File: config.mk
export PLATFORM = sky130hd
export DESIGN_NAME = timer_ctrl
export DESIGN_NICKNAME = d
export VERILOG_FILES = /design/src/rtl/timer_pkg.sv /design/src/rtl/key_debounce.sv /design/src/rtl/timer_ctrl.sv
export SDC_FILE = /design/constraint.sdc
export NUM_CORES = 1
export LEC_CHECK = 0
export CORE_UTILIZATION = 42
export CTS_CLUSTER_DIAMETER = 100
export DETAILED_ROUTE_END_ITERATION = 10
export PLACE_DENSITY_LB_ADDON = 0.15
export SYNTH_ARGS = -nofsm -noshare
export SYNTH_HDL_FRONTEND = slang
export SYNTH_SLANG_ARGS = --single-unit
export TNS_END_PERCENT = 50
File: constraint.sdc
create_clock -name clk -period 3.5 [get_ports clk]
set_input_delay 0.7 -clock clk [delete_from_list [all_inputs] [get_ports clk]]
set_output_delay 0.7 -clock clk [all_outputs]
set_load 0.01 [all_outputs]
File: src/rtl/timer_pkg.sv
// Shared constants for the stopwatch: FSM state encoding, prescaler divide ratio and
// counter width helpers used by the sequencer, counter datapath and display decoder.
package timer_pkg;

  localparam logic [1:0] ST_IDLE  = 2'b00;
  localparam logic [1:0] ST_RUN   = 2'b01;
  localparam logic [1:0] ST_PAUSE = 2'b10;
  localparam logic [1:0] ST_FULL  = 2'b11;

  localparam int CLK_HZ_DEF       = 50_000_000;
  localparam int TICK_HZ_DEF      = 100;
  localparam int DEBOUNCE_CYC_DEF = 500_000;

  function automatic int tick_div(input int clk_hz, input int tick_hz);
    return clk_hz / tick_hz;
  endfunction

  // Bits needed to hold every value 0..max_val inclusive.
  function automatic int cnt_width(input int max_val);
    return (max_val < 1) ? 1 : $clog2(max_val + 1);
  endfunction

  localparam int TICK_DIV_DEF  = tick_div(CLK_HZ_DEF, TICK_HZ_DEF);
  localparam int PRESC_W_DEF   = $clog2(TICK_DIV_DEF);
  localparam int DEB_CNT_W_DEF = cnt_width(DEBOUNCE_CYC_DEF);

endpackage

File: src/rtl/key_debounce.sv
// One push-button path: two-flop synchronizer, stability counter and a one-cycle
// press pulse on an accepted high-to-low change of the (active-low) key level.
module key_debounce
  import timer_pkg::*;
#(
  parameter int DEBOUNCE_CYC = DEBOUNCE_CYC_DEF
) (
  input  logic clk,
  input  logic rst_n,
  input  logic key_n,
  output logic press
);

  localparam int              CNT_W   = cnt_width(DEBOUNCE_CYC);
  localparam logic [CNT_W-1:0] CNT_MAX = CNT_W'(DEBOUNCE_CYC);
  localparam logic [CNT_W-1:0] CNT_ONE = CNT_W'(1);

  logic             r_sync1;
  logic             r_sync2;
  logic             r_stable;
  logic             r_press;
  logic [CNT_W-1:0] r_cnt;

  logic             w_differ;
  logic             w_accept;

  // Disagreement with the accepted level, and the point where it has lasted long enough.
  always_comb begin
    w_differ = r_sync2 ^ r_stable;
    w_accept = (r_cnt == CNT_MAX);
  end

  // Released level is 1 so that a reset never looks like a press.
  always_ff @(posedge clk or negedge rst_n) begin
    if (!rst_n) begin
      r_sync1  <= 1'b1;
      r_sync2  <= 1'b1;
      r_stable <= 1'b1;
      r_press  <= 1'b0;
      r_cnt    <= {CNT_W{1'b0}};
    end else begin
      r_sync1 <= key_n;
      r_sync2 <= r_sync1;
      if (w_accept) begin
        // Only the 1->0 flip is a press; releases flip silently.
        r_stable <= ~r_stable;
        r_press  <= r_stable;
        r_cnt    <= {CNT_W{1'b0}};
      end else begin
        r_press <= 1'b0;
        if (w_differ) begin
          r_cnt <= r_cnt + CNT_ONE;
        end else begin
          r_cnt <= {CNT_W{1'b0}};
        end
      end
    end
  end

  assign press = r_press;

endmodule

File: src/rtl/timer_ctrl.sv
// Stopwatch sequencer: debounces start/pause and clear keys, runs the IDLE/RUN/PAUSE/FULL
// state machine and emits the prescaled count-enable tick and the datapath clear pulse.
module timer_ctrl
  import timer_pkg::*;
#(
  parameter int CLK_HZ       = CLK_HZ_DEF,
  parameter int TICK_HZ      = TICK_HZ_DEF,
  parameter int DEBOUNCE_CYC = DEBOUNCE_CYC_DEF
) (
  input  logic       clk,
  input  logic       rst_n,
  input  logic       KEY0,
  input  logic       KEY1,
  input  logic       at_max,
  output logic       tick,
  output logic       clr,
  output logic       running,
  output logic [1:0] state
);

  localparam int                 TICK_DIV   = tick_div(CLK_HZ, TICK_HZ);
  localparam int                 PRESC_W    = $clog2(TICK_DIV);
  localparam logic [PRESC_W-1:0] PRESC_LAST = PRESC_W'(TICK_DIV - 1);
  localparam logic [PRESC_W-1:0] PRESC_ONE  = PRESC_W'(1);

  logic               w_start_evt;
  logic               w_clear_evt;

  logic [1:0]         r_state;
  logic [PRESC_W-1:0] r_presc;
  logic               r_tick;
  logic               r_clr;
  logic               r_running;

  logic [1:0]         w_state_nxt;
  logic [PRESC_W-1:0] w_presc_nxt;
  logic               w_tick_nxt;
  logic               w_clr_nxt;
  logic               w_running_nxt;

  key_debounce #(
    .DEBOUNCE_CYC (DEBOUNCE_CYC)
  ) u_key_start (
    .clk   (clk),
    .rst_n (rst_n),
    .key_n (KEY0),
    .press (w_start_evt)
  );

  key_debounce #(
    .DEBOUNCE_CYC (DEBOUNCE_CYC)
  ) u_key_clear (
    .clk   (clk),
    .rst_n (rst_n),
    .key_n (KEY1),
    .press (w_clear_evt)
  );

  // Next state, prescaler and pulse decode; clear outranks everything, then at_max, then start.
  always_comb begin
    w_state_nxt = r_state;
    w_presc_nxt = r_presc;
    w_tick_nxt  = 1'b0;
    w_clr_nxt   = 1'b0;
    if (w_clear_evt) begin
      w_state_nxt = ST_IDLE;
      w_presc_nxt = {PRESC_W{1'b0}};
      w_clr_nxt   = 1'b1;
    end else begin
      case (r_state)
        ST_IDLE: begin
          if (w_start_evt) begin
            w_state_nxt = ST_RUN;
          end else begin
            w_state_nxt = ST_IDLE;
          end
        end
        ST_RUN: begin
          if (at_max) begin
            w_state_nxt = ST_FULL;
          end else if (w_start_evt) begin
            // Prescaler is frozen on the pausing cycle so resume finishes the same period.
            w_state_nxt = ST_PAUSE;
          end else if (r_presc == PRESC_LAST) begin
            w_presc_nxt = {PRESC_W{1'b0}};
            w_tick_nxt  = 1'b1;
          end else begin
            w_presc_nxt = r_presc + PRESC_ONE;
          end
        end
        ST_PAUSE: begin
          if (w_start_evt) begin
            w_state_nxt = ST_RUN;
          end else begin
            w_state_nxt = ST_PAUSE;
          end
        end
        ST_FULL: begin
          w_state_nxt = ST_FULL;
        end
        default: begin
          w_state_nxt = ST_IDLE;
          w_presc_nxt = {PRESC_W{1'b0}};
        end
      endcase
    end
    w_running_nxt = (w_state_nxt == ST_RUN);
  end

  // State, prescaler and every output are registered.
  always_ff @(posedge clk or negedge rst_n) begin
    if (!rst_n) begin
      r_state   <= ST_IDLE;
      r_presc   <= {PRESC_W{1'b0}};
      r_tick    <= 1'b0;
      r_clr     <= 1'b0;
      r_running <= 1'b0;
    end else begin
      r_state   <= w_state_nxt;
      r_presc   <= w_presc_nxt;
      r_tick    <= w_tick_nxt;
      r_clr     <= w_clr_nxt;
      r_running <= w_running_nxt;
    end
  end

  assign tick    = r_tick;
  assign clr     = r_clr;
  assign running = r_running;
  assign state   = r_state;

endmodule
## Yosys cells after proc, flatten, opt, wreduce, memory -nomap -nowiden

Cells that the tools add are included.

| storage, ports and cells | value |
|---|---|
| register bits after elaboration | 70 |
| latch bits | 0 |
| bits in writable memories | 0 |
| memory bits (read-only) | 0 |
| input port bits | 5 |
| logic and storage cells | 57 |
| memories | 0 |

| cells by class | value |
|---|---|
| add/sub/neg operators | 3 |
| multiply operators | 0 |
| div/mod/pow operators | 0 |
| magnitude comparators | 0 |
| eq/ne operators | 9 |
| shifts and indexed selects | 0 |
| mux-type cells | 23 |
| bitwise logic cells | 4 |
| reductions and logical operators | 3 |

Operators with widths:

| operator | number |
|---|---|
| 2-to-1 mux 19 bit | 9 |
| adder 19 x 1 -> 19 bit (second input constant) | 3 |
| equality test 19 bit (second input constant) | 3 |
| 2-to-1 mux 1 bit | 9 |
| 2-to-1 mux 2 bit | 4 |
| case mux 2 bit (4 select lines) | 1 |
| equality test 2 x 1 -> 1 bit (second input constant) | 2 |
| equality test 2 bit (second input constant) | 2 |
| != test 2 x 1 -> 1 bit (second input constant) | 2 |
| AND reduction 3 bit | 1 |
| zero test 2 bit | 1 |
| NOT 1 bit | 2 |
| nonzero test 2 bit | 1 |
| XOR 1 bit | 2 |

## Depth between registers and ports, before layout

Gate-level depths: netlist of run 1.

| logic depth | value |
|---|---|
| depth in word-level cells | 6 |
| mapped depth | 8 |
| gate-level depth less buffers | 6 |

## Modules after synthesis

A second synthesis of run 1 with hierarchy kept.

| unflattened totals | value |
|---|---|
| cell total of the unflattened synthesis | 353 |
| area, all modules | 3489.6 um^2 |

By module, submodules not included:

| module | instances | cells each | area each (um^2) |
|---|---|---|---|
| key_debounce | 2 | 112 | 1136.1 |
| timer_ctrl | 1 | 129 | 1217.4 |

## Least setup slack after synthesis of run 1

OpenSTA, ideal clock, no wires.

| timing | value |
|---|---|
| kind | in2reg |
| start | input at_max |
| end | register r_presc[17] |
| data arrival time | 1.882 ns |
| path slack | 1.542 ns |
| cell stages on the path | 5 |
| buffers on the path | 0 |
| cells stage by stage | nor4b_4 -> nand2b_2 -> a31oi_4 -> or4b_1 -> o21ai_1 |

| on the way | value |
|---|---|
| cells in the longest elaborated chain, start to end | 2 |

Ends and longest elaborated chain:

| what | RTL line | source |
|---|---|---|
| start, declared | timer_ctrl.sv:14 | `input logic at_max,` |
| != test 2 x 1 -> 1 bit (no line) | -- |  |
| AND reduction 3 bit (no line) | -- |  |
| end signal, assigned | timer_ctrl.sv:114 | `r_presc <= {PRESC_W{1'b0}};` |
| end signal, assigned | timer_ctrl.sv:120 | `r_presc <= w_presc_nxt;` |
| end, declared | timer_ctrl.sv:30 | `logic [PRESC_W-1:0] r_presc;` |

No other way between the ends.
A chain may end at the register's enable or synchronous reset.

## Final worst setup path of run 1

Same ends and word-level chain as after synthesis.

==> impl_metrics.yaml, run 1 <==
global_route:
  antenna_found_initial: 0
  grt_usage_pct: 16.30
  grt_first_pass_wirelength_um: 10790
  grt_pass1_vias: 2337
  overflow: 0
  grt_max_degree: 39
clocking:
  cts_tree: "yes"
  cts-hold-fix-buffers: 0
  cts_inserted_buffers: 9
  clkTransAtPathRegs_ns: 0.07
  cts.sinks: 70
  ctsResizeCount: 0
  cts.htree.levels: 3
  clk_latency_ns: 0.34
  cts.root.buffer_cell: "clkbuf_8"
  postCtsSetupRepairBufs: 0
  clk_path_buf_depth: 2
run:
  maxCapViolCount: 0
yosys:
  avgSynthCellArea_um2: 10.12
  synth-xor-area-share_pct: 12.58
  synth-seq-area-share_pct: 51.56
  synth_cell_types: 44
  synth_area_leaders: "dfrtp_1 (47%), xor2_1 (8.5%), nor2_1 (7.0%), dfstp_2 (4.6%), xnor2_1 (4.1%)"
  synth_area_um2: 3412
  yosys-top-cells-count: "dfrtp_1 (64), nor2_1 (64), xor2_1 (33)"
  ys_warn_count: 0
  synth_top_cell_by_area: "dfrtp_1"
  syn-num-nets: 347
  synth-edff-count: 0
  synth_top_area_share_pct: 46.94
  async_flop_share_pct: 100.0
  synth_mux_area_share_pct: 0.3300
  synth-simple-area-share_pct: 28.09
  synth_ff_type: "dfrtp_1"
  synth-compound-area-share_pct: 3.410
  syn_inst: 337
  synth_top_family_by_area: "simple AND/OR/NAND/NOR gates"
  synth_fa_ha_area_share_pct: 1.834
  ys_ff_latch: 70
timing:
  post-route-min-period_ns: 2.305
  setup_slack_ns: 1.195
  fin_worst_skew_ns: 0.009542
  rsz0062_at_grt: "no"
  finalHoldViolations: 0
  max_freq_mhz: 433.9
  maxSlewHeadroom_pct: 40.32
  slew_violations: 0
  finalSetupViolCount: 0
  worst_hold_slack_ns: 0.3576
  fin_tns_setup_ns: 0
  finalCritPeriodShare_pct: 65.85
  worstMarginPinSlew_ns: 0.8919
die:
  die_x_um: 92.13
  core_area_um2: 7807
  io-pin-count: 10
  die-area_um2: 8488
  rows: 32
  chipHeight_um: 92.13
  start_util_pct: 43.70
pwr:
  p_leak_nw: 1.667
  p_per_area_nw_per_um2: 433.2
  peakVddDrop_mv: 0.2299
route:
  dr.first_iter.drc_count: 110
  drt-wirelength-per-cell_um: 13.38
  wirelength_um: 6130
  drc: 0
  viasPerCell: 5.175
  via_count: 2370
  ant_nets: 0
  drt_pass1_iterations: 4
final_layout:
  regArea_um2: 1759
  final_nets: 361
  multi_input_area_um2: 1578
  n_fill_cell: 738
  drive_above_1_share_pct: 8.989
  syn_to_final_growth_pct: 13.05
  diodes: 0
hold_path:
  hold_class: "register to register"
setup_path:
  critPathArrivalTime_ns: 2.57
  worstPathRequired_ns: 3.76
  crit_type: "input port to register"
  critPathCaptureType: "register"
  critPathMaxFanout: 9
  critPathLaunchType: "input port"
run_status:
  outcome: "finished clean"
placed_design:
  port_buffers: 9
  detailedPlace.worstSlack_ns: 0.8544
  dp_hpwl_um: 4081
  gp_congestion: 0.7843
registers in the layout, summed over array words and instances, names as in the netlist, 2 cells and up:
| name | count |
|---|---|
| r_presc | 19 |
| state | 2 |
| u_key_clear.r_cnt | 19 |
| u_key_start.r_cnt | 19 |
power breakdown:
part           switching, mW  internal [mW]  leakage, nW
Combinational         0.0336         0.0145        0.599
Clock                  0.305          0.492        0.126
Sequential           0.00844          0.818        0.942
Total                  0.347           1.32         1.67
worst max-delay path: stages:
cell and delay (ns):
clkdlybuf4s50_1 0.49, nor4b_4 0.39, nand2b_2 0.17, a31oi_4 0.29
or4b_1 0.46, o21ai_1 0.08
routing by layer:
| metal | track usage (%) | routed length, µm | vias to the layer above | part of all wire (%) |
|---|---|---|---|---|
| met2 | 23.82 | 2748 | 28 | 45 |
| met4 | 5.990 | 80 | 0 | 1.3 |
| met3 | 5.556 | 193 | 9 | 3.1 |
| li1 | - | - | 1186 | - |
| met1 | 22.34 | 3107 | 1147 | 51 |
| met5 | 0 | 0 | - | 0 |
through the flow:
stage                     util [%]  instances  instance area, µm²  total power [mW]
after CTS                    49.41        458                3857             1.703
after floorplan                  -        337                3412            0.8626
after global placement       46.25        442                3611            0.8918
final                        49.41        458                3857             1.671
after detailed placement     46.25        442                3611            0.8925
after global routing         49.41        458                3857             1.742
layout by cell type (no fill, tap or decap), drive strengths merged, types with 2 or more instances in the layout:
cell           netlist  layout
nor4bb               4       4
and2                 2       2
clkdlybuf4s50        0       8
clkinv               0       3
ha                   5       5
bufinv               0       3
nand3               22      22
dfrtp               64      64
nand4               16      16
a21oi                2       2
clkbuf               6      10
nand2b               5       5
nor2                64      64
xor2                33      33
dfstp                6       6
nand2               22      22
or4                  2       2
nor3                10      10
and4                 5       5
o21ai                5       5
buf                  2       3
nand3b               2       2
or3                  4       4
or4b                 2       2
inv                  9       9
and3                 7       7
xnor2               16      16
a22o                 2       2
nor4                 4       4
nor4b                5       5
final cells by class:
| type | count | share of cell area (%) |
|---|---|---|
| clock inverters | 6 | 2.822 |
| well taps | 102 | 3.308 |
| inverters | 9 | 0.8758 |
| repair buffers | 11 | 2.919 |
| clock buffers | 10 | 3.568 |
| multi-input cells | 250 | 40.90 |
| flip-flops and latches | 70 | 45.60 |
kinds of logic (layout without fill, tap and decap cells):
logic type / count (synthesis) / after routing
flip-flops: 70 / 70
adder cells (fa/ha/maj): 5 / 5
AND/OR/NAND/NOR: 180 / 180
XOR/XNOR: 49 / 49
multiplexers: 1 / 1
buffers and inverters: 17 / 36
AO/OA/AOI/OAI: 15 / 15
path summary, 6_finish.rpt:
check                                      from  slack, ns  cells after the start                   end
min in group asynchronous                 rst_n       0.43                      1           r_presc[12]
max reg2reg                u_key_start.r_cnt[3]       1.22                      4  u_key_start.r_cnt[3]
min                         u_key_clear.r_sync1       0.36                      0   u_key_clear.r_sync2
min reg2reg                 u_key_clear.r_sync1       0.36                      0   u_key_clear.r_sync2
max                                      at_max       1.20                      6           r_presc[17]
max in group asynchronous                 rst_n       2.33                      2   u_key_clear.r_sync1
Power figures use the tool's default switching activity.
==> run 2: changes to the inputs <==
Clock period 3.5 ns to 1.95 ns, I/O delays scaled along.
==> run 2 against run 1 <==
  * Utilization rose by 2.0 points
  * Worst setup slack got worse by 1.2 ns
  * Total power rose by 65%
  * Largest cell class unchanged
  * Design area rose by 4.1%
  * Via count rose by 3.4%
  * Worst hold slack got worse by 0.31 ns
  * Critical endpoint is now r_presc[14]
  * Critical path depth did not move
==> impl_metrics.yaml, run 2 (synthesis gave the netlist of run 1 again) <==
die:
  core_area_um2: 7807
  io-pin-count: 10
  chipHeight_um: 92.13
  die_x_um: 92.13
  rows: 32
  start_util_pct: 43.70
  die-area_um2: 8488
setup_path:
  critical-path-slowest-cell: "or4_4"
  path_cells: "or4_4, nor4_4, a31oi_4, buf_6, a21o_1, a22o_1"
  critPathCaptureType: "register"
  critPathMaxFanout: 7
  critPathArrivalTime_ns: 2.15
  worstPathRequired_ns: 2.18
  rr_startpoint: "r_presc[10]"
  crit_type: "register to register"
  critPathLaunchType: "register"
  critPathMaxStageDelay_ns: 0.55
  startpoint: "r_presc[10]"
global_route:
  grt_usage_pct: 17.61
  grt_pass1_vias: 2383
  antenna_found_initial: 0
  grt_max_degree: 71
  overflow: 0
  grt_first_pass_wirelength_um: 11370
route:
  drc: 0
  viasPerCell: 5.094
  drt_pass1_iterations: 4
  via_count: 2450
  wirelength_um: 6477
  ant_nets: 0
  drt-wirelength-per-cell_um: 13.47
  dr.first_iter.drc_count: 116
placed_design:
  gp_congestion: 0.8107
  dp_hpwl_um: 4438
  detailedPlace.worstSlack_ns: -0.1696
  port_buffers: 9
timing:
  worst_hold_slack_ns: 0.05081
  max_freq_mhz: 522.2
  worstMarginPinSlew_ns: 0.4569
  maxSlewHeadroom_pct: 69.11
  finalHoldViolations: 0
  rsz0062_at_grt: "yes"
  setup_slack_ns: 0.03488
  slew_violations: 0
  fin_worst_skew_ns: 0.007816
  finalSetupViolCount: 0
  post-route-min-period_ns: 1.915
  finalCritPeriodShare_pct: 98.21
final_layout:
  final_cell_mix: "nor2_1 (64), dfrtp_1 (64), xor2_1 (33)"
  syn_to_final_growth_pct: 17.64
  diodes: 0
  reg_top3: "r_presc: 19 flops, u_key_clear.r_cnt: 19 flops, u_key_start.r_cnt: 19 flops"
  drive_above_1_share_pct: 14.25
  final_nets: 384
run_status:
  outcome: "finished clean"
clocking:
  clk_path_buf_depth: 2
  cts_tree: "yes"
  cts.htree.levels: 3
  cts.sinks: 70
  cts.root.buffer_cell: "clkbuf_8"
  clkTransAtPathRegs_ns: 0.07
  clk_latency_ns: 0.35
  cts_inserted_buffers: 9
  cts-hold-fix-buffers: 0
hold_path:
  hold_class: "input port to asynchronous set/reset pin"
run:
  maxCapViolCount: 0
pwr:
  p_per_area_nw_per_um2: 687.3
  p_leak_nw: 1.762
  peakVddDrop_mv: 0.4355
==> run 2: changes by cell type in the layout (fill, tap and decap cells not counted), sizes merged <==
cell      before  now
clkbuf        10   13
bufinv         3    1
buf            3   26
clkinv         3    1
clkinvlp       0    1
==> run 2: cell type report <==
cell class / count / area (µm²)
fill: 729 / 3794
sequential: 70 / 1759
multi-input combinational: 250 / 1590
timing repair buffer: 34 / 301.5
clock buffer: 13 / 158.9
tap: 102 / 127.6
clock inverter: 3 / 42.54
inverter: 9 / 33.78
==> run 2: where the power goes <==
group,switching [mW],total (mW),internal (mW)
combinational,0.0616,0.0969,0.0353
sequential,0.0135,1.48,1.47
clock,0.520,1.18,0.660
total,0.595,2.76,2.16
==> run 2: critical path: cells and delay by family (launching register included) <==
kind            cells  cell delay, ns
simple gates        2            0.83
buf+inv             1            0.15
flops               1            0.38
compound gates      3            0.44
==> run 2: worst paths after layout <==
path | end | slack (ns) | cells after the start
worst max-delay path | r_presc[14] | 0.03 | 6
worst min-delay path | r_presc[12] | 0.05 | 2
worst max register to register | r_presc[14] | 0.03 | 6
worst min register to register | u_key_start.r_sync2 | 0.36 | 0
max in group asynchronous | u_key_clear.r_sync1 | 1.56 | 2
min in group clk | u_key_start.r_sync2 | 0.36 | 0
==> run 2: what timing repair did <==
item / in CTS / in global routing
buffers inserted: 0 / 1
pin swaps: 0 / 3
gates resized for setup: 1 / 2
endpoints found under the setup margin: 1 / 1
==> run 2: layer usage <==
metal  wire, µm  up-vias  GRT usage (%)
met1       3206     1184          24.12
met2       3005       21          25.87
met4         97        0          5.859
met5          0        -              0
li1           -     1237              -
met3        168        8          6.219
==> run 2: through the flow <==
step | setup TNS [ns] | instance area, µm² | util, % | cells | power, mW
2_1_floorplan | 0 | 3412 | - | 337 | 1.548
3_3_place_gp | -0.7605 | 3789 | 48.53 | 464 | 1.611
3_5_place_dp | -1.332 | 3789 | 48.53 | 464 | 1.612
4_1_cts | 0 | 3999 | 51.22 | 480 | 2.815
5_1_grt | -0.02931 | 4014 | 51.41 | 481 | 2.893
6_report | 0 | 4014 | 51.41 | 481 | 2.759
==> run 3: changes to the inputs <==
Settings changed: CTS_CLUSTER_DIAMETER 100 to 150, DONT_BUFFER_PORTS set to 1, GPL_TIMING_DRIVEN set to 0.
==> run 3 against run 2 <==
  * The flow now finishes with violations (negative hold slack)
  * Flip-flop and latch count did not move
  * Clock-buffer cell count decreased by 3
  * Total power up 2.6%
  * Clock power up 8%
  * Critical path depth fell by 1
  * Sequential power is essentially flat
  * Design area is 1.9% lower
  * Worst hold slack lost 0.32 ns
  * Largest cell class unchanged
  * Highest routed layer unchanged
==> impl_metrics.yaml, run 3 (synthesis gave the netlist of run 1 again) <==
run_status:
  outcome: "finished, violations left"
  violations: "negative hold slack"
final_layout:
  final_common_cell: "nor2_1"
  finalNonFillerCells: 465
  utilization_pct: 50.45
  final_nets: 368
  drive_above_1_share_pct: 16.25
  final_cell_mix: "nor2_1 (63), dfrtp_1 (58), xor2_1 (33)"
  n_fill_cell: 715
  syn_to_final_growth_pct: 15.44
  diodes: 0
  reg_top3: "r_presc: 19 flops, u_key_clear.r_cnt: 19 flops, u_key_start.r_cnt: 19 flops"
  fin_area_um2: 3939
setup_path:
  critPathMaxFanout: 8
  r2r_slack_ns: 0.04
  critPathMaxStageDelay_ns: 0.60
  critical-path-slowest-cell: "or4_1"
  critPathCaptureType: "register"
  path_cells: "or4_1, nor4_4, a31oi_4, buf_4, mux2_2"
  critPathLaunchType: "register"
  critPathArrivalTime_ns: 2.16
  worstPathRequired_ns: 2.20
  crit_type: "register to register"
route:
  drt_pass1_iterations: 4
  wirelength_um: 6598
  ant_nets: 0
  dr.first_iter.drc_count: 83
  drt-wirelength-per-cell_um: 14.19
  viasPerCell: 5.092
  via_count: 2368
  drc: 0
timing:
  post-route-min-period_ns: 1.911
  finalHoldViolations: 70
  finalSetupViolCount: 0
  fin_worst_skew_ns: 0.01244
  finalCritPeriodShare_pct: 98.00
  worst_hold_slack_ns: -0.2739
  slew_violations: 0
  max_freq_mhz: 523.3
  rsz0062_at_grt: "yes"
  worstMarginPinSlew_ns: 0.4535
  maxSlewHeadroom_pct: 69.34
clocking:
  cts_tree: "yes"
  cts.sinks: 70
  cts.root.buffer_cell: "clkbuf_8"
  clk_path_buf_depth: 2
  cts.htree.levels: 3
  cts_inserted_buffers: 9
  clkTransAtPathRegs_ns: 0.08
  clk_latency_ns: 0.35
global_route:
  grt_pass1_vias: 2396
  antenna_found_initial: 0
  grt_usage_pct: 17.44
  grt_first_pass_wirelength_um: 11520
  overflow: 0
  grt_max_degree: 71
die:
  chipHeight_um: 92.13
  die-area_um2: 8488
  io-pin-count: 10
  start_util_pct: 43.70
  rows: 32
  core_area_um2: 7807
  die_x_um: 92.13
run:
  maxCapViolCount: 0
pwr:
  total_power_mw: 2.832
  p_sw_share_pct: 21.72
  peakVddDrop_mv: 0.4085
  combPwrFrac_pct: 2.2
  p_leak_nw: 1.679
  seqPwrFrac_pct: 52.4
  p_per_area_nw_per_um2: 718.9
  power_frac_clock_pct: 45.4
  p_int_mw: 2.217
  switchingPower_mw: 0.6151
placed_design:
  dp_hpwl_um: 4247
  placed_cells: 439
  placed_area_um2: 3540
  gp_congestion: 0.7552
  port_buffers: 0
hold_path:
  hold_class: "input port to asynchronous set/reset pin"
-- run 3: cell count changes in the layout (fill, tap and decap cells not counted), sizes merged --
cell and delta:
clkdlybuf4s50 -8, clkinv +3, clkinvlp -1, buf -13, bufinv +1, clkbuf +2
-- run 3: critical path: cells and delay by family (launching register included) --
family,cells,cell delay (ns)
and+or+nand+nor,2,0.81
muxes,1,0.25
buffers and inverters,1,0.17
DFF,1,0.42
AOI/OAI and AO/OA,1,0.17
-- run 3: cell type report --
| class | instances | area [µm²] | share of cell area (%) |
|---|---|---|---|
| flip-flops and latches | 70 | 1767 | 44.85 |
| multi-input cells | 250 | 1672 | 42.44 |
| clock buffers | 10 | 127.6 | 3.240 |
| well taps | 102 | 127.6 | 3.240 |
| clock inverters | 6 | 87.58 | 2.224 |
| repair buffers | 10 | 75.07 | 1.906 |
| plain buffers | 8 | 48.80 | 1.239 |
| inverters | 9 | 33.78 | 0.8577 |
-- run 3: final timing paths --
path | to | cells after the start | from
min in group clk | u_key_start.r_sync1 | 0 | KEY0
worst max register to register | r_presc[0] | 5 | r_presc[11]
worst min-delay path | r_presc[18] | 0 | rst_n
worst min register to register | u_key_clear.r_sync2 | 0 | u_key_clear.r_sync1
max in group asynchronous | u_key_clear.r_sync2 | 0 | rst_n
worst max-delay path | r_presc[0] | 5 | r_presc[11]
-- run 3: metal layers --
metal,share of wire [%],global-route usage [%],vias up
met5,0,0,-
met4,1.1,5.339,0
met3,3.5,5.970,6
met2,45,26.80,28
met1,50,23.22,1128
li1,-,-,1206
-- run 3: timing repair --
| action | in CTS | in global routing |
|---|---|---|
| resized for setup | 7 | 20 |
| setup buffers | 2 | 8 |
| endpoints found under the setup margin | 40 | 33 |
| cloned | 0 | 0 |
| pin swaps | 2 | 4 |
| hold endpoints to repair | 70 | 70 |
-- run 3: stage by stage --
| step | setup slack, ns | TNS [ns] |
|---|---|---|
| after floorplan | 0.1686 | 0 |
| after global placement | -0.1614 | -2.846 |
| after detailed placement | -0.2114 | -4.533 |
| after CTS | 0.0009781 | 0 |
| after global routing | -0.03050 | -0.06033 |
| final | 0.03907 | 0 |
-- run 3: power by group through the flow --
stage	combinational [mW]	sequential, mW	clock (mW)
after detailed placement	0.0523	1.51	0
after global routing	0.0711	1.49	1.38
after global placement	0.0505	1.51	0
after floorplan	0.0399	1.51	0
after CTS	0.0543	1.49	1.32
final	0.0627	1.48	1.28
==> RTL edit 1: new RTL, config.mk and constraints of run 3 <==
Reset style: synchronous (`rst_n`), changed in 2 clocked blocks.
--- a/src/rtl/key_debounce.sv
+++ b/src/rtl/key_debounce.sv
@@ -31,7 +31,7 @@
   end
 
   // Released level is 1 so that a reset never looks like a press.
-  always_ff @(posedge clk or negedge rst_n) begin
+  always_ff @(posedge clk) begin
     if (!rst_n) begin
       r_sync1  <= 1'b1;
       r_sync2  <= 1'b1;
--- a/src/rtl/timer_ctrl.sv
+++ b/src/rtl/timer_ctrl.sv
@@ -108,7 +108,7 @@
   end
 
   // State, prescaler and every output are registered.
-  always_ff @(posedge clk or negedge rst_n) begin
+  always_ff @(posedge clk) begin
     if (!rst_n) begin
       r_state   <= ST_IDLE;
       r_presc   <= {PRESC_W{1'b0}};
Function: no difference found for any inputs over 10 cycles, from zero or initial values and one cycle with rst_n low; that may be too few to reach the edited logic, so the function may still have changed.
==> RTL edit 1 against run 3 <==
  * Combinational power fell by 39%
  * Setup slack improved by 0.042 ns
  * Power fell by 1.7%
  * Wire length fell by 11%
  * Hold slack improved by 0.42 ns
  * Final area fell by 8.8%
  * Sequential power fell by 3%
  * Synthesized area fell by 7.4%
  * Count of clock-buffer cells in the layout did not move
  * Clock skew fell by 0.0035 ns
  * Sequential cell count did not move
  * Critical endpoint is now u_key_start.r_cnt[4]
==> RTL edit 1: results (changes against run 3) <==
Status
  – Outcome: complete, no violations

Worst hold path
  – Hold WC Path Type: in2reg

Clock tree
  – Clock latency of the later-clocked register in the worst-skew pair: 0.35 ns (about the same)
  – Maximum buffer depth of the clock tree: 2 (unchanged)
  – Clock slew at the register clock pins of the worst setup and hold paths: 0.07 ns

Global route
  – Number of global-route vias before repair: 2,258 (-5.8%)
  – Largest net degree at the start of global routing: 13 (-82%)
  – Global-route wire length before repair: 10,230 µm (-11%)
  – Overall global routing resource usage: 17.01% (-0.43 points)
  – Initial antenna violation count: 0 (unchanged)

Synthesis
  – Synth unique cells: 41 (-6.8%)
  – Mean area per synthesized cell: 8.946 µm² (-12%)
  – Synth top cells by count: sky130_fd_sc_hd__dfxtp_1, sky130_fd_sc_hd__nor2_1, sky130_fd_sc_hd__nand3_1, sky130_fd_sc_hd__xor2_1
  – Ranking of synthesized cells by area: sky130_fd_sc_hd__dfxtp_1, sky130_fd_sc_hd__xor2_1, sky130_fd_sc_hd__nor2_1, sky130_fd_sc_hd__nand4_1, sky130_fd_sc_hd__xnor2_1
  – Sequential share of the synthesized area: 44.37% (-7.2 points)
  – Net Count, Synth: 363 (+4.6%)
  – Top_reg_cell synth: sky130_fd_sc_hd__dfxtp_1
  – FFs w/ async S/R, synth: 0% (-100 points)

Finish
  – Number of fillers in the final layout: 707 (-1.1%)
  – Share of cells above drive strength 1: 12.57% (-3.7 points)
  – Number of nets in the final layout: 379 (+3.0%)

Power and ir drop
  – Net load switching power: 0.5852 mW (-4.9%)
  – Static leakage: 1.112 nW (-34%)
  – Maximum vdd drop: 402.5 µV (-1.5%)

Placement
  – Setup Slack @ Placement: -0.1840 ns (+0.02743 ns)
  – Dpl cells: 452 (+3.0%)
  – Half-perimeter wire length after detailed placement: 4047 µm (-4.7%)
  – Routability-driven placement congestion ratio: 0.7304 (-3.3%)
  – Standard cell area after detailed placement: 0.003282 mm² (-7.3%)

Timing
  – Transition time at the pin with the least slew margin: 0.5536 ns (+0.1001 ns)
  – Final Skew: 0.008977 ns (-0.003462 ns)
  – Period utilization: 95.82% (-2.2 points)
  – Worst hold-check slack: 0.1457 ns (+0.4196 ns)

Drt
  – Initial DRC Count: 66 (-20%)
  – WL final: 5852 µm (-11%)
  – Total via count in the routed design: 2,486 (+5.0%)
  – Post-DR wirelength/cell: 12.37 µm (-13%)

Worst setup path
  – Biggest fanout along the worst timing path: 7 (-1)
  – Worst EP arrival: 2.11 ns (-0.05 ns)
  – Worst-case register-to-register setup slack: 0.08 ns (+0.04 ns)
  – Reg2reg path depth: 5 (unchanged)
[RTL edit 1: cell count changes in the layout (fill, tap and decap cells not counted), sizes merged, moves of 6 or more]
cell / change
a21oi: +18
buf: -6
dfrtp: -64
dfstp: -6
dfxtp: +70
inv: +6
nand2: -11
nor2: -21
o21ai: +8
o31ai: +7
or3: +10
xor2: -11
[RTL edit 1: critical path: stages (launching register included)]
cell                       delay, ns
sky130_fd_sc_hd__dfxtp_2        0.36
sky130_fd_sc_hd__or3b_2         0.49
sky130_fd_sc_hd__or3_4          0.42
sky130_fd_sc_hd__o211ai_4       0.25
sky130_fd_sc_hd__buf_4          0.19
sky130_fd_sc_hd__nor2_1         0.05
[RTL edit 1: power groups by stage]
stage,clock [mW],sequential [mW],combinational [mW]
after floorplan,0,1.47,0.0240
after global placement,0,1.47,0.0331
after detailed placement,0,1.47,0.0328
after CTS,1.35,1.44,0.0355
after global routing,1.41,1.44,0.0430
final,1.31,1.44,0.0381
[RTL edit 1: timing repair]
action | 4_1_cts | 5_1_grt
pin swaps | 1 | 4
endpoints found under the hold margin | 0 | 0
cloned | 0 | 0
buffers inserted | 1 | 4
endpoints found under the setup margin | 30 | 30
resized for setup | 5 | 12
[RTL edit 1: layer usage]
layer	GRT usage, %	part of all wire, %
met1	22.24	50
met4	9.238	2.2
met3	3.078	3.9
met5	0	0
met2	26.64	44
[RTL edit 1: final timing paths]
check                                          start              endpoint
worst max-delay path            u_key_start.r_cnt[2]  u_key_start.r_cnt[4]
worst min-delay path                            KEY0   u_key_start.r_sync1
worst max register to register  u_key_start.r_cnt[2]  u_key_start.r_cnt[4]
worst min register to register   u_key_clear.r_sync1   u_key_clear.r_sync2
[RTL edit 1: cell families after synthesis]
logic type               after synthesis  synth area share [%]
adder cells (fa/ha/maj)                5                 1.981
AND/OR/NAND/NOR                      170                 30.90
AO/OA/AOI/OAI                         44                 8.914
multiplexers                           1                0.3170
XOR/XNOR                              36                 9.984
flip-flops                            70                 44.37
buffers and inverters                 27                 3.526
[RTL edit 1: cell type report]
| class | count | area, µm² | share of cell area (%) |
|---|---|---|---|
| clock inverters | 6 | 85.08 | 2.369 |
| plain buffers | 12 | 61.31 | 1.707 |
| well taps | 99 | 123.9 | 3.448 |
| inverters | 15 | 56.30 | 1.567 |
| clock buffers | 10 | 137.6 | 3.831 |
| flip-flops and latches | 70 | 1408 | 39.18 |
| repair buffers | 5 | 37.54 | 1.045 |
| multi-input cells | 256 | 1683 | 46.85 |
==> RTL edit 2: new RTL, config.mk and constraints of run 3 <==
Without the edit above. The package constant `TICK_HZ_DEF` goes from 100 to 150.
--- a/src/rtl/timer_pkg.sv
+++ b/src/rtl/timer_pkg.sv
@@ -8,7 +8,7 @@
   localparam logic [1:0] ST_FULL  = 2'b11;
 
   localparam int CLK_HZ_DEF       = 50_000_000;
-  localparam int TICK_HZ_DEF      = 100;
+  localparam int TICK_HZ_DEF      = 150;
   localparam int DEBOUNCE_CYC_DEF = 500_000;
 
   function automatic int tick_div(input int clk_hz, input int tick_hz);
Behaviour: no difference found for any inputs over 10 cycles, from zero or initial values and one cycle with rst_n low; that may be too few to reach the edited logic, so the function may still have changed.
==> RTL edit 2 against run 3 <==
  * The flow finishes with violations (negative hold slack, negative setup slack)
  * Synthesized area rose by 3.9%
  * Critical endpoint is now r_presc[12]
  * Wire length increased by 11%
  * Maximum frequency decreased by 2.4%
  * Power grew 1.4%
  * Sequential cell count is the same
  * Non-clock buffer count up 1
  * Final area rose by 5.2%
  * Setup slack lost 0.047 ns
  * Sequential power barely moved
==> RTL edit 2: results (changes against run 3) <==
Synthesis
  – Net Count, Synth: 381 (+9.8%)
  – Mean area per synthesized cell: 9.584 µm² (-5.3%)
  – Sequential share of the synthesized area: 49.61% (-1.9 points)

Global route
  – Global-route wire length before repair: 12,140 µm (+5.3%)
  – Met3 capacity usage during global routing: 5.825% (-0.14 points)
  – Overall global routing resource usage: 18.26% (+0.82 points)
  – Met1 usage in global routing: 24.83% (+1.6 points)

Finish
  – Final std cells w/o fill: 499 (+7.3%)
  – Share of cells above drive strength 1: 15.99% (-0.26 points)
  – Number of fillers in the final layout: 759 (+6.2%)

Placement
  – Standard cell area after detailed placement: 0.003677 mm² (+3.9%)
  – Setup Slack @ Placement: -0.1530 ns (+0.05841 ns)
  – Routability-driven placement congestion ratio: 0.8112 (+7.4%)

Drt
  – Sum of met2 wire segment lengths after detailed routing: 3392 µm (+13%)
  – Post-Route M1 WL: 3586 µm (+8.8%)
  – Routed wl met3: 237 µm (+2.2%)
  – Detailed-routing iteration count for the pre-antenna-repair pass: 5 (+1)
  – WL final: 7354 µm (+11%)
  – Initial DRC Count: 127 (+53%)

Worst setup path
  – End of the worst register-to-register path: r_presc[12]
  – Reg-to-reg startpoint: r_presc[0]
  – Library cell contributing the largest single delay on the critical path: sky130_fd_sc_hd__or4bb_4
  – Biggest fanout along the worst timing path: 5 (-3)
  – Worst EP arrival: 2.19 ns (+0.03 ns)

Status
  – Outcome: complete, but fails checks
  – Failing checks: negative hold slack, negative setup slack

Timing
  – Final Skew: 0.01031 ns (-0.002129 ns)
  – Endpoints failing hold: 70 (unchanged)
  – Total of endpoints with negative setup slack in the final report: 1 (+1)
  – Smallest setup slack after layout: -0.007437 ns (-0.04650 ns)
  – Worst hold-check slack: -0.2779 ns (-0.003991 ns)

Power and ir drop
  – Maximum vdd drop: 356.7 µV (-13%)
## RTL edit 2: cell count changes after synthesis, sizes merged, moves of 7 or more
| cell | before | now |
|---|---|---|
| mux2i | 0 | 7 |
| nand2 | 22 | 29 |
| nand3 | 22 | 35 |
| xor2 | 33 | 25 |
| a21oi | 2 | 14 |
## RTL edit 2: stage by stage
stage | power (mW) | setup TNS (ns)
floorplan | 1.547 | 0
global placement | 1.559 | -1.325
detailed placement | 1.561 | -1.966
CTS | 2.907 | 0
global route | 2.996 | -0.5375
finish | 2.872 | -0.007437
## RTL edit 2: how the worst max path moves through the flow
| stage | to | slack (ns) | depth (start not counted) |
|---|---|---|---|
| global placement | u_key_clear.r_cnt[17] | -0.09 | 7 |
| floorplan | r_presc[16] | 0.13 | 6 |
| global route | r_presc[18] | -0.08 | 7 |
| detailed placement | u_key_clear.r_cnt[15] | -0.15 | 7 |
| CTS | r_presc[2] | 0.003 | 8 |
| finish | r_presc[12] | -0.007 | 7 |
## RTL edit 2: worst max-delay path: cells and delay by family (launching register included)
| family | cells | cell delay, ns |
|---|---|---|
| AO/OA/AOI/OAI | 2 | 0.32 |
| multiplexers | 1 | 0.10 |
| adder cells (fa/ha/maj) | 1 | 0.13 |
| AND/OR/NAND/NOR | 2 | 0.79 |
| flip-flops | 1 | 0.42 |
| buffers and inverters | 1 | 0.10 |
## RTL edit 2: cell type report
| type | count | area [µm²] | share of cell area, % |
|---|---|---|---|
| multi-input combinational | 275 | 1831 | 44.17 |
| timing repair buffer | 9 | 77.57 | 1.872 |
| tap | 105 | 131.4 | 3.170 |
| buffer | 10 | 62.56 | 1.510 |
| clock buffer | 13 | 158.9 | 3.835 |
| clock inverter | 3 | 67.56 | 1.630 |
| inverter | 14 | 52.55 | 1.268 |
| sequential | 70 | 1763 | 42.54 |
## RTL edit 2: power by group
| part | switching [mW] | total, mW | internal [mW] | leakage (nW) |
|---|---|---|---|---|
| Combinational | 0.0285 | 0.0485 | 0.0200 | 0.735 |
| Clock | 0.548 | 1.34 | 0.792 | 0.110 |
| Sequential | 0.0154 | 1.48 | 1.47 | 0.918 |
| Total | 0.592 | 2.87 | 2.28 | 1.76 |
## RTL edit 2: cells by family after synthesis
family                   count (synthesis)  synth area share (%)
multiplexers                             7                 1.976
AO/OA/AOI/OAI                           25                 4.199
AND/OR/NAND/NOR                        196                 28.83
XOR/XNOR                                40                 9.880
buffers and inverters                   26                 3.387
adder cells (fa/ha/maj)                  6                 2.117
flip-flops                              70                 49.61
## RTL edit 2: what timing repair did
action | CTS | global route
setup endpoints to repair | 29 | 50
endpoints found under the hold margin | 70 | 71
gates resized for setup | 11 | 31
pin swaps | 3 | 7
setup buffers | 2 | 6
gates cloned | 0 | 1
